<file path="src/rtl/matrix_result_drain_pkg.sv">
// Shared types and width helpers for the matrix result drain.
package matrix_result_drain_pkg;

    // Drain controller states.
    typedef enum logic [1:0] {
        IDLE   = 2'd0,
        WAIT   = 2'd1,
        STREAM = 2'd2
    } drain_state_e;

    // Width of the flat element index: must hold N*N (one past the last index).
    function automatic int idx_w(input int n);
        return $clog2(n * n) + 1;
    endfunction

    // Width of the row/column indices; at least one bit even when N=1.
    function automatic int rc_w(input int n);
        return (n > 1) ? $clog2(n) : 1;
    endfunction

endpackage

</file>
<file path="src/rtl/matrix_result_drain_if.sv">
// Valid/ready element stream carrying one C-matrix element per transfer.
interface matrix_result_drain_if #(
    parameter int WIDTH = 16,
    parameter int IW    = 2
);
    logic [2*WIDTH-1:0] data;
    logic               valid;
    logic               ready;
    logic [IW-1:0]      row;
    logic [IW-1:0]      col;
    logic               last;

    modport master (output data, valid, row, col, last, input ready);
    modport slave  (input data, valid, row, col, last, output ready);
endinterface

</file>
<file path="src/rtl/matrix_result_drain.sv">
// Waits out the multiplier latency after a start, snapshots the C matrix,
// then streams it row-major over a registered valid/ready interface.
module matrix_result_drain
    import matrix_result_drain_pkg::*;
#(
    parameter int N           = 4,
    parameter int WIDTH       = 16,
    parameter int PIPE_STAGES = 10,
    parameter int LATENCY     = PIPE_STAGES + 1
) (
    input  logic                                clk,
    input  logic                                rst_n,
    input  logic                                start_i,
    input  logic [N-1:0][N-1:0][2*WIDTH-1:0]    c_in_i,
    matrix_result_drain_if.master               out_if,
    output logic                                busy_o,
    output logic                                done_o,
    output logic                                start_dropped_o
);

    localparam int IDXW = idx_w(N);
    localparam int IW   = rc_w(N);
    localparam int TW   = $clog2(LATENCY + 1);
    localparam logic [IDXW-1:0] LAST_IDX = IDXW'(N * N - 1);

    typedef logic [2*WIDTH-1:0] elem_t;

    drain_state_e                    state_q;
    logic [TW-1:0]                   timer_q;
    logic [IDXW-1:0]                 idx_q, idx_d;
    logic [IW-1:0]                   row_q, row_d;
    logic [IW-1:0]                   col_q, col_d;
    logic                            valid_q;
    elem_t                           data_q;
    logic                            last_q;
    logic                            done_q;
    logic                            drop_q;
    logic [N-1:0][N-1:0][2*WIDTH-1:0] buf_q;

    logic capture;
    logic xfer;

    // Capture edge, transfer qualifier and next row-major position.
    always_comb begin
        capture = (state_q == WAIT) && (timer_q == TW'(1));
        xfer    = (state_q == STREAM) && valid_q && out_if.ready;
        idx_d   = idx_q + IDXW'(1);
        row_d   = row_q;
        col_d   = col_q + IW'(1);
        if (col_q == IW'(N - 1)) begin
            col_d = '0;
            row_d = row_q + IW'(1);
        end
    end

    // Snapshot of C; isolates the stream from the multiplier's next job.
    always_ff @(posedge clk) begin
        if (capture) buf_q <= c_in_i;
    end

    // Controller FSM with all stream outputs registered.
    always_ff @(posedge clk or negedge rst_n) begin
        if (!rst_n) begin
            state_q <= IDLE;
            timer_q <= '0;
            idx_q   <= '0;
            row_q   <= '0;
            col_q   <= '0;
            valid_q <= 1'b0;
            data_q  <= '0;
            last_q  <= 1'b0;
            done_q  <= 1'b0;
            drop_q  <= 1'b0;
        end else begin
            done_q <= 1'b0;
            // A start is only honoured from IDLE, including at the final transfer.
            drop_q <= start_i && (state_q != IDLE);
            case (state_q)
                IDLE: begin
                    if (start_i) begin
                        state_q <= WAIT;
                        timer_q <= TW'(LATENCY);
                    end
                end
                WAIT: begin
                    timer_q <= timer_q - TW'(1);
                    if (capture) begin
                        state_q <= STREAM;
                        idx_q   <= '0;
                        row_q   <= '0;
                        col_q   <= '0;
                        valid_q <= 1'b1;
                        data_q  <= c_in_i[0][0];
                        last_q  <= (N == 1);
                    end
                end
                STREAM: begin
                    if (xfer) begin
                        if (idx_q == LAST_IDX) begin
                            state_q <= IDLE;
                            idx_q   <= '0;
                            row_q   <= '0;
                            col_q   <= '0;
                            valid_q <= 1'b0;
                            data_q  <= '0;
                            last_q  <= 1'b0;
                            done_q  <= 1'b1;
                        end else begin
                            idx_q  <= idx_d;
                            row_q  <= row_d;
                            col_q  <= col_d;
                            data_q <= buf_q[row_d][col_d];
                            last_q <= (idx_d == LAST_IDX);
                        end
                    end
                end
                default: state_q <= IDLE;
            endcase
        end
    end

    assign out_if.valid    = valid_q;
    assign out_if.data     = data_q;
    assign out_if.row      = row_q;
    assign out_if.col      = col_q;
    assign out_if.last     = last_q;
    assign busy_o          = (state_q != IDLE);
    assign done_o          = done_q;
    assign start_dropped_o = drop_q;

endmodule

</file>
<file path="src/flat_wrapper.sv">
// flat-port wrapper written by rule: the top's interface ports become plain ports
module matrix_result_drain_flat import matrix_result_drain_pkg::*;
#(
    parameter int N           = 4,
    parameter int WIDTH       = 16,
    parameter int PIPE_STAGES = 10,
    parameter int LATENCY     = PIPE_STAGES + 1
)
  (clk, rst_n, start_i, c_in_i, busy_o, done_o, start_dropped_o, out_if_data, out_if_valid, out_if_row, out_if_col, out_if_last, out_if_ready);
  matrix_result_drain_if #(.WIDTH(WIDTH), .IW(2)) out_if_i ();
  input  logic clk;
  input  logic rst_n;
  input  logic start_i;
  input  logic [N-1:0][N-1:0][2*WIDTH-1:0] c_in_i;
  output logic busy_o;
  output logic done_o;
  output logic start_dropped_o;
  output wire logic [$bits(out_if_i.data)-1:0] out_if_data;
  output wire logic [$bits(out_if_i.valid)-1:0] out_if_valid;
  output wire logic [$bits(out_if_i.row)-1:0] out_if_row;
  output wire logic [$bits(out_if_i.col)-1:0] out_if_col;
  output wire logic [$bits(out_if_i.last)-1:0] out_if_last;
  input wire logic [$bits(out_if_i.ready)-1:0] out_if_ready;
  assign out_if_data = out_if_i.data;
  assign out_if_valid = out_if_i.valid;
  assign out_if_row = out_if_i.row;
  assign out_if_col = out_if_i.col;
  assign out_if_last = out_if_i.last;
  assign out_if_i.ready = out_if_ready;
  matrix_result_drain #(.N(N), .WIDTH(WIDTH), .PIPE_STAGES(PIPE_STAGES), .LATENCY(LATENCY)) u_core (.clk(clk), .rst_n(rst_n), .start_i(start_i), .c_in_i(c_in_i), .out_if(out_if_i), .busy_o(busy_o), .done_o(done_o), .start_dropped_o(start_dropped_o));
endmodule
</file>
<file path="config.mk">
export PLATFORM = sky130hd
export DESIGN_NAME = matrix_result_drain_flat
export DESIGN_NICKNAME = d
export VERILOG_FILES = /design/src/rtl/matrix_result_drain_pkg.sv /design/src/rtl/matrix_result_drain_if.sv /design/src/rtl/matrix_result_drain.sv /design/src/flat_wrapper.sv
export SDC_FILE = /design/constraint.sdc
export NUM_CORES = 1
export LEC_CHECK = 0
export CORE_UTILIZATION = 30
export CTS_CLUSTER_SIZE = 40
export DETAILED_ROUTE_END_ITERATION = 7
export PLACE_DENSITY = 0.54
export SYNTH_ARGS = -nofsm -noshare
export SYNTH_HDL_FRONTEND = slang
export SYNTH_SLANG_ARGS = --single-unit
</file>
<file path="constraint.sdc">
create_clock -name clk -period 23.5 [get_ports clk]
set_clock_uncertainty 0.15 [all_clocks]
set_input_delay 3.525 -clock clk [delete_from_list [all_inputs] [get_ports clk]]
set_output_delay 3.525 -clock clk [all_outputs]
set_load 0.005 [all_outputs]
</file>
# Word-level counts from Yosys, hierarchy flattened
# Index checks and enable logic that the tools add are counted.
# W data, S select, Z words.
classes:
  n_addsub: 4
  multipliers: 0
  n_div: 0
  order_cmp: 2
  n_eq_ne: 10
  n_shift: 0
  n_mux: 39
  n_bitwise: 0
  reduce_logical: 12
ops:
  columns: ["op", "n"]
  rows:
  - ["$bmux W128 S2", 1]
  - ["$mux W128", 1]
  - ["$mux W32", 4]
  - ["$bmux W32 S2", 1]
  - ["$pmux W32 S2", 1]
  - ["$mux W2", 11]
  - ["$mux W5", 3]
  - ["$eq A5 B4 Y1 const B", 2]
  - ["$pmux W5 S2", 1]
  - ["$mux W1", 9]
  - ["$pmux W2 S2", 2]
  - ["$pmux W4 S2", 1]
  - ["$reduce_and A4 Y1", 2]
  - ["$lt A2 B3 Y1 const B", 2]
  - ["$pmux W2 S3", 1]
  - ["$reduce_bool A2 Y1", 3]
  - ["$add A5 B1 Y5 const B", 1]
  - ["$add A2 B1 Y2 const B", 2]
  - ["$eq A2 B2 Y1 const B", 2]
  - ["$eq A4 B1 Y1 const B", 1]
  - ["$logic_and A1 B1 Y1", 4]
  - ["$mux W4", 1]
  - ["$ne A2 B1 Y1 const B", 2]
  - ["$ne A2 B2 Y1 const B", 2]
  - ["other kinds (6)", 7]
totals:
  regBits: 563
  latchBits: 0
  mem_bits_rw: 0
  romBits: 0
  output_inout_bits: 41
  elab_cells: 93
  mem_count: 0

# Logic depth before layout (Yosys ltp)
logic_depth:
  depth_word: 9
  ltp_mapped: 11
  depth_no_buf: 9

# Worst setup path before layout
# Ideal clock, no wire load.
synth_path:
  kind: "register to register"
  startpoint: "reg u_core.timer_q[1]"
  endpoint: "reg u_core.buf_q[0] in the netlist's numbering, enable pin"
  setup_ns: 1.402
  arrival_ns: 22.292
  required_ns: 21.948
  setup_slack_ns: -0.344
  stages_incl_launch_ff: 6
  n_path_buf: 1
  period_less_slack_ns: 23.844
  path_cell_list: "dfrtp_1 inv_1 ha_1 or3b_1 buf_2 nor2_1"
synth_between:
  elab_chain_cells: 2
synth_lines:
  columns: ["item", "line_no", "rtl"]
  rows:
  - ["start: declaration", "matrix_result_drain.sv:29", "logic [TW-1:0] timer_q;"]
  - ["start signal: assignment", "matrix_result_drain.sv:82", "timer_q <= TW'(LATENCY);"]
  - ["start signal: assignment", "matrix_result_drain.sv:86", "timer_q <= timer_q - TW'(1);"]
  - ["$eq A4 B1 Y1", "matrix_result_drain.sv:45", "capture = (state_q == WAIT) && (timer_q == TW'(1));"]
  - ["$logic_and A1 B1 Y1", "matrix_result_drain.sv:45", null]
  - ["named net u_core.capture", "matrix_result_drain.sv:40", "logic capture;"]
  - ["end signal: assignment", "matrix_result_drain.sv:58", "if (capture) buf_q <= c_in_i;"]
  - ["end: declaration", "matrix_result_drain.sv:38", "logic [N-1:0][N-1:0][2*WIDTH-1:0] buf_q;"]
# The timed path passes the listed nets, and every way through them passes these cells.
# A chain may end at the register's enable or synchronous reset.

# Worst setup path after layout
layout_path:
  startpoint: "reg u_core.col_q[0] (netlist: u_core.out_if.col[0])"
  endpoint: "out out_if_col[0]"
layout_rtl:
  columns: ["item", "line_no", "rtl"]
  rows:
  - ["start: declaration", "matrix_result_drain.sv:32", "logic [IW-1:0] col_q, col_d;"]
  - ["start signal: assignment", "matrix_result_drain.sv:111", "col_q <= col_d;"]
  - ["end: declaration", "flat_wrapper.sv:21", "output wire logic [$bits(out_if_i.col)-1:0] out_if_col;"]
# No word-level cell between the ends.

==> qor_table.md <==
| Quantity | Value | Unit |
|:---|:---|:---|
| Vertical die dimension | 285 | um |
| Fill cell total of the finished layout | 7332 | - |
| Tightest Hold Check Type | reg -> reg | - |
| Nets@finish | 2522 | - |
| Critical path endpoint | out_if_col[0] | - |
| Worst reg2reg path depth | 9 | - |
| H-tree lvl count | 3 | - |
| Post-CTS Repair Setup Buffers | 0 | - |
| Average wire per cell in the routed design | 24.6 | um |
| Largest net degree at the start of global routing | 171 | - |
| Worst max-slew margin expressed relative to the limit | 0.179 | - |
| Leakage power of the design | 10.3 | nW |
| Count of vias placed by the detailed router | 15.4k | - |
| Number of buffers inserted during clock tree synthesis | 68 | - |
| Vias/cell | 4.95 | - |
| Maxcap violations | 0 | - |
| Final routed wirelength across all metal layers | 76.5 | mm |
| Count of clock tree sinks | 563 | - |
| Initial core utilization | 0.303 | - |
| Count of standard-cell rows | 103 | - |
| Final number of hold-violating endpoints | 0 | - |
| Number of violations reported at the end of detailed-routing iteration 0 | 1085 | - |
| Reg area | 0.0167 | sq mm |
| Nets in the synthesized netlist | 1982 | - |
| Overall global routing resource usage | 0.185 | - |
| Setup total negative slack | 0 | ps |
| Flops & latches, synth | 563 | - |
| Mean area per synthesized cell | 16.5 | sq um |
| Sequential share of the synthesized area | 0.694 | - |
| Share of async-settable or async-resettable flops after synthesis | 0.0906 | - |
| Slew of the pin with the lowest slew margin | 1230 | ps |
| WP depth | 1 | - |
| RSZ-0062 raised after global routing | false | - |
| Critical Path Sink Type | primary output | - |
| Post-Synthesis Cell Area | 0.0240 | sq mm |
| Reg2Reg Launch Point | u_core.out_if.col[0]$_DFFE_PN0P_ | - |
| Final worst path period need | 5860 | ps |
| DIE WIDTH | 285 | um |
| Buffers plus inverters on the worst setup path | 1 | - |
| Worst reg2reg path endpoint | u_core.out_if.data[25]$_DFFE_PN0P_ | - |
| Final estimated routing congestion in global placement | 0.808 | - |
| Synthesized netlist cell count | 1454 | - |
| Number of antenna violations at the first check in global routing | 28 | - |
| Setup-failing EPs final | 0 | - |
| Hold-fix buffers, CTS | 0 | - |
| Required time of the critical path | 19830 | ps |
| Largest fanout on the critical path | 49 | - |
| Area of the multi-input gates | 0.00676 | sq mm |
| First-pass iteration count of the detailed router | 5 | - |
| Wire length of the first global-routing pass | 110 | mm |
| Total Die Area | 0.0811 | sq mm |
| Buffers added on ports | 556 | - |
| Core Footprint | 0.0791 | sq mm |
| Clock Tree Root | sky130_fd_sc_hd__clkbuf_16 | - |
| Warning count from the yosys run | 0 | - |
| Deepest clock path buffer count | 3 | - |
| Max stage delay on crit path | 900 | ps |
| Achievable clock frequency | 0.171 | GHz |
| Clock network latency to the later pin of the worst-skew pair | 620 | ps |
| Number of enable flip-flop cells after synthesis | 512 | - |
| Leading register cell type out of synthesis | sky130_fd_sc_hd__edfxtp_1 | - |
| DP Wirelength | 51.0 | mm |
| Vias in the first global route | 16.5k | - |
| Count of unique library cells instantiated by Yosys | 49 | - |
| Final antenna-violating net count | 0 | - |
| Power density of the placed cells | 87.2 | mW/mm^2 |
| Overall overflow remaining after global route | 0 | - |
| Kind of launch point of the worst setup path | register | - |
| Classification of the worst setup path | reg -> out | - |
| Share of final-layout standard cells stronger than drive strength 1 | 0.118 | - |
| CTS tree | built | - |
| Cell depth of the worst min-delay path | 2 | - |
| Register-to-Register Setup Slack | 18190 | ps |
| Critical path arrival | 2190 | ps |
| Dominant delay contributor by cell family on the critical path | flip-flops | - |
| Number of primary I/O pins | 557 | - |
| Critical path's slowest cell | sky130_fd_sc_hd__dfrtp_4 | - |
| Largest vdd supply drop | 0.0690 | mV |
| Post-route DRC | 0 | - |
| Critical-path cell list | clkdlybuf4s50_1 | - |
| Final hold slack | 371 | ps |
| Slew Limit Fails | 0 | - |
| Area grow syn2layout | 36.8 | % |
| Critical Path Start | u_core.out_if.col[0]$_DFFE_PN0P_ | - |
| Clock slew at the register clock pins of the worst setup and hold paths | 60 | ps |
| Number of gates resized after cts | 0 | - |
| Period utilization | 0.249 | - |
| Run status | finished, final reports clean | - |
registers in the layout, summed over array words and instances, names as in the netlist:
| signal | count |
|---|---|
| u_core.buf_q | 512 |
| u_core.start_dropped_o | 1 |
| u_core.timer_q | 4 |
| u_core.idx_q | 5 |
| u_core.out_if.col | 2 |
| u_core.state_q | 2 |
| u_core.out_if.last | 1 |
| u_core.out_if.valid | 1 |
| u_core.done_o | 1 |
| u_core.out_if.data | 32 |
| u_core.out_if.row | 2 |
worst reg2reg max path: stages, from the launching register on:
cell and delay [ps]:
sky130_fd_sc_hd__dfrtp_4 900, sky130_fd_sc_hd__buf_4 940, sky130_fd_sc_hd__ha_4 690, sky130_fd_sc_hd__buf_4 560, sky130_fd_sc_hd__xor2_4 240, sky130_fd_sc_hd__buf_4 640
sky130_fd_sc_hd__mux2i_1 370, sky130_fd_sc_hd__o22ai_1 140, sky130_fd_sc_hd__o32ai_1 450, sky130_fd_sc_hd__o21ai_1 100
worst min path at each step:
stage                     slack (ps)                                 to                               from
after floorplan                  330     u_core.out_if.last$_DFFE_PN0P_     u_core.out_if.last$_DFFE_PN0P_
after global placement           330     u_core.out_if.last$_DFFE_PN0P_     u_core.out_if.last$_DFFE_PN0P_
after detailed placement         360     u_core.out_if.last$_DFFE_PN0P_     u_core.out_if.last$_DFFE_PN0P_
after CTS                        370  u_core.out_if.data[0]$_DFFE_PN0P_  u_core.out_if.data[0]$_DFFE_PN0P_
after global routing             400  u_core.out_if.data[9]$_DFFE_PN0P_  u_core.out_if.data[9]$_DFFE_PN0P_
final                            370     u_core.out_if.last$_DFFE_PN0P_     u_core.out_if.last$_DFFE_PN0P_
cells by family after synthesis:
family	after synthesis	share of synthesized area
AO/OA/AOI/OAI	307	0.0859
buffers and inverters	117	0.0276
XOR/XNOR	3	0.00141
multiplexers	318	0.155
flip-flops	563	0.694
adder cells (fa/ha/maj)	12	0.00626
AND/OR/NAND/NOR	134	0.0303
layout by cell type (no fill, tap or decap), types with 12 or more instances in the layout:
cell,n
sky130_fd_sc_hd__o32ai_1,27
sky130_fd_sc_hd__o21ai_0,17
sky130_fd_sc_hd__clkinv_1,12
sky130_fd_sc_hd__inv_1,13
sky130_fd_sc_hd__o22ai_1,94
sky130_fd_sc_hd__o21ai_1,28
sky130_fd_sc_hd__dfrtp_1,48
sky130_fd_sc_hd__a21oi_1,36
sky130_fd_sc_hd__nor2_1,12
sky130_fd_sc_hd__clkbuf_16,68
sky130_fd_sc_hd__a22oi_1,27
sky130_fd_sc_hd__clkdlybuf4s50_1,555
sky130_fd_sc_hd__nor2b_1,29
sky130_fd_sc_hd__diode_2,13
sky130_fd_sc_hd__o21a_1,27
sky130_fd_sc_hd__nor3_1,36
sky130_fd_sc_hd__clkbuf_1,16
sky130_fd_sc_hd__buf_4,16
sky130_fd_sc_hd__mux2i_1,212
sky130_fd_sc_hd__mux4_2,35
sky130_fd_sc_hd__mux2_2,71
sky130_fd_sc_hd__o221ai_1,31
sky130_fd_sc_hd__nand2_1,20
sky130_fd_sc_hd__edfxtp_1,512
synth_stat cells (28+ instances only):
library cell               instances  area [sq um]
sky130_fd_sc_hd__a21oi_1          36           180
sky130_fd_sc_hd__buf_2            32           160
sky130_fd_sc_hd__clkbuf_1         38           143
sky130_fd_sc_hd__dfrtp_1          51          1280
sky130_fd_sc_hd__edfxtp_1        512         15400
sky130_fd_sc_hd__mux2_2           71           800
sky130_fd_sc_hd__mux2i_1         212          2120
sky130_fd_sc_hd__mux4_2           35           788
sky130_fd_sc_hd__nor2b_1          29           181
sky130_fd_sc_hd__nor3_1           36           180
sky130_fd_sc_hd__o21ai_1          28           140
sky130_fd_sc_hd__o221ai_1         31           272
sky130_fd_sc_hd__o22ai_1          94           588
metal layers:
| layer | track usage | share of wire |
|---|---|---|
| met5 | 0 | 0.0022 |
| met4 | 0.0585 | 0.026 |
| met3 | 0.0565 | 0.076 |
| met2 | 0.312 | 0.50 |
| met1 | 0.225 | 0.40 |
where the power goes:
group	internal, W	leakage, nW	switching, W
clock network	0.000634	1.10	0.000439
registers	0.00115	5.22	0.0000453
logic	0.000294	3.96	0.000305
through the flow:
stage          instances   util  setup WS [ps]  total power (W)  area, sq um
2_1_floorplan       1454      -           8420          0.00153        24000
3_3_place_gp        2974  0.386          17730          0.00181        30500
3_5_place_dp        2974  0.386          17710          0.00182        30500
4_1_cts             3097  0.415          17500          0.00291        32800
5_1_grt             3109  0.415          17510          0.00298        32800
6_report            3110  0.415          17640          0.00286        32800
layout make-up:
type	instances	share of cell area
diodes	13	0.000991
well taps	1050	0.0400
flip-flops and latches	563	0.507
repair buffers	574	0.175
inverters	13	0.00149
clock inverters	38	0.0156
clock buffers	85	0.0541
multi-input cells	774	0.206
(Power assumes the default switching activity.)
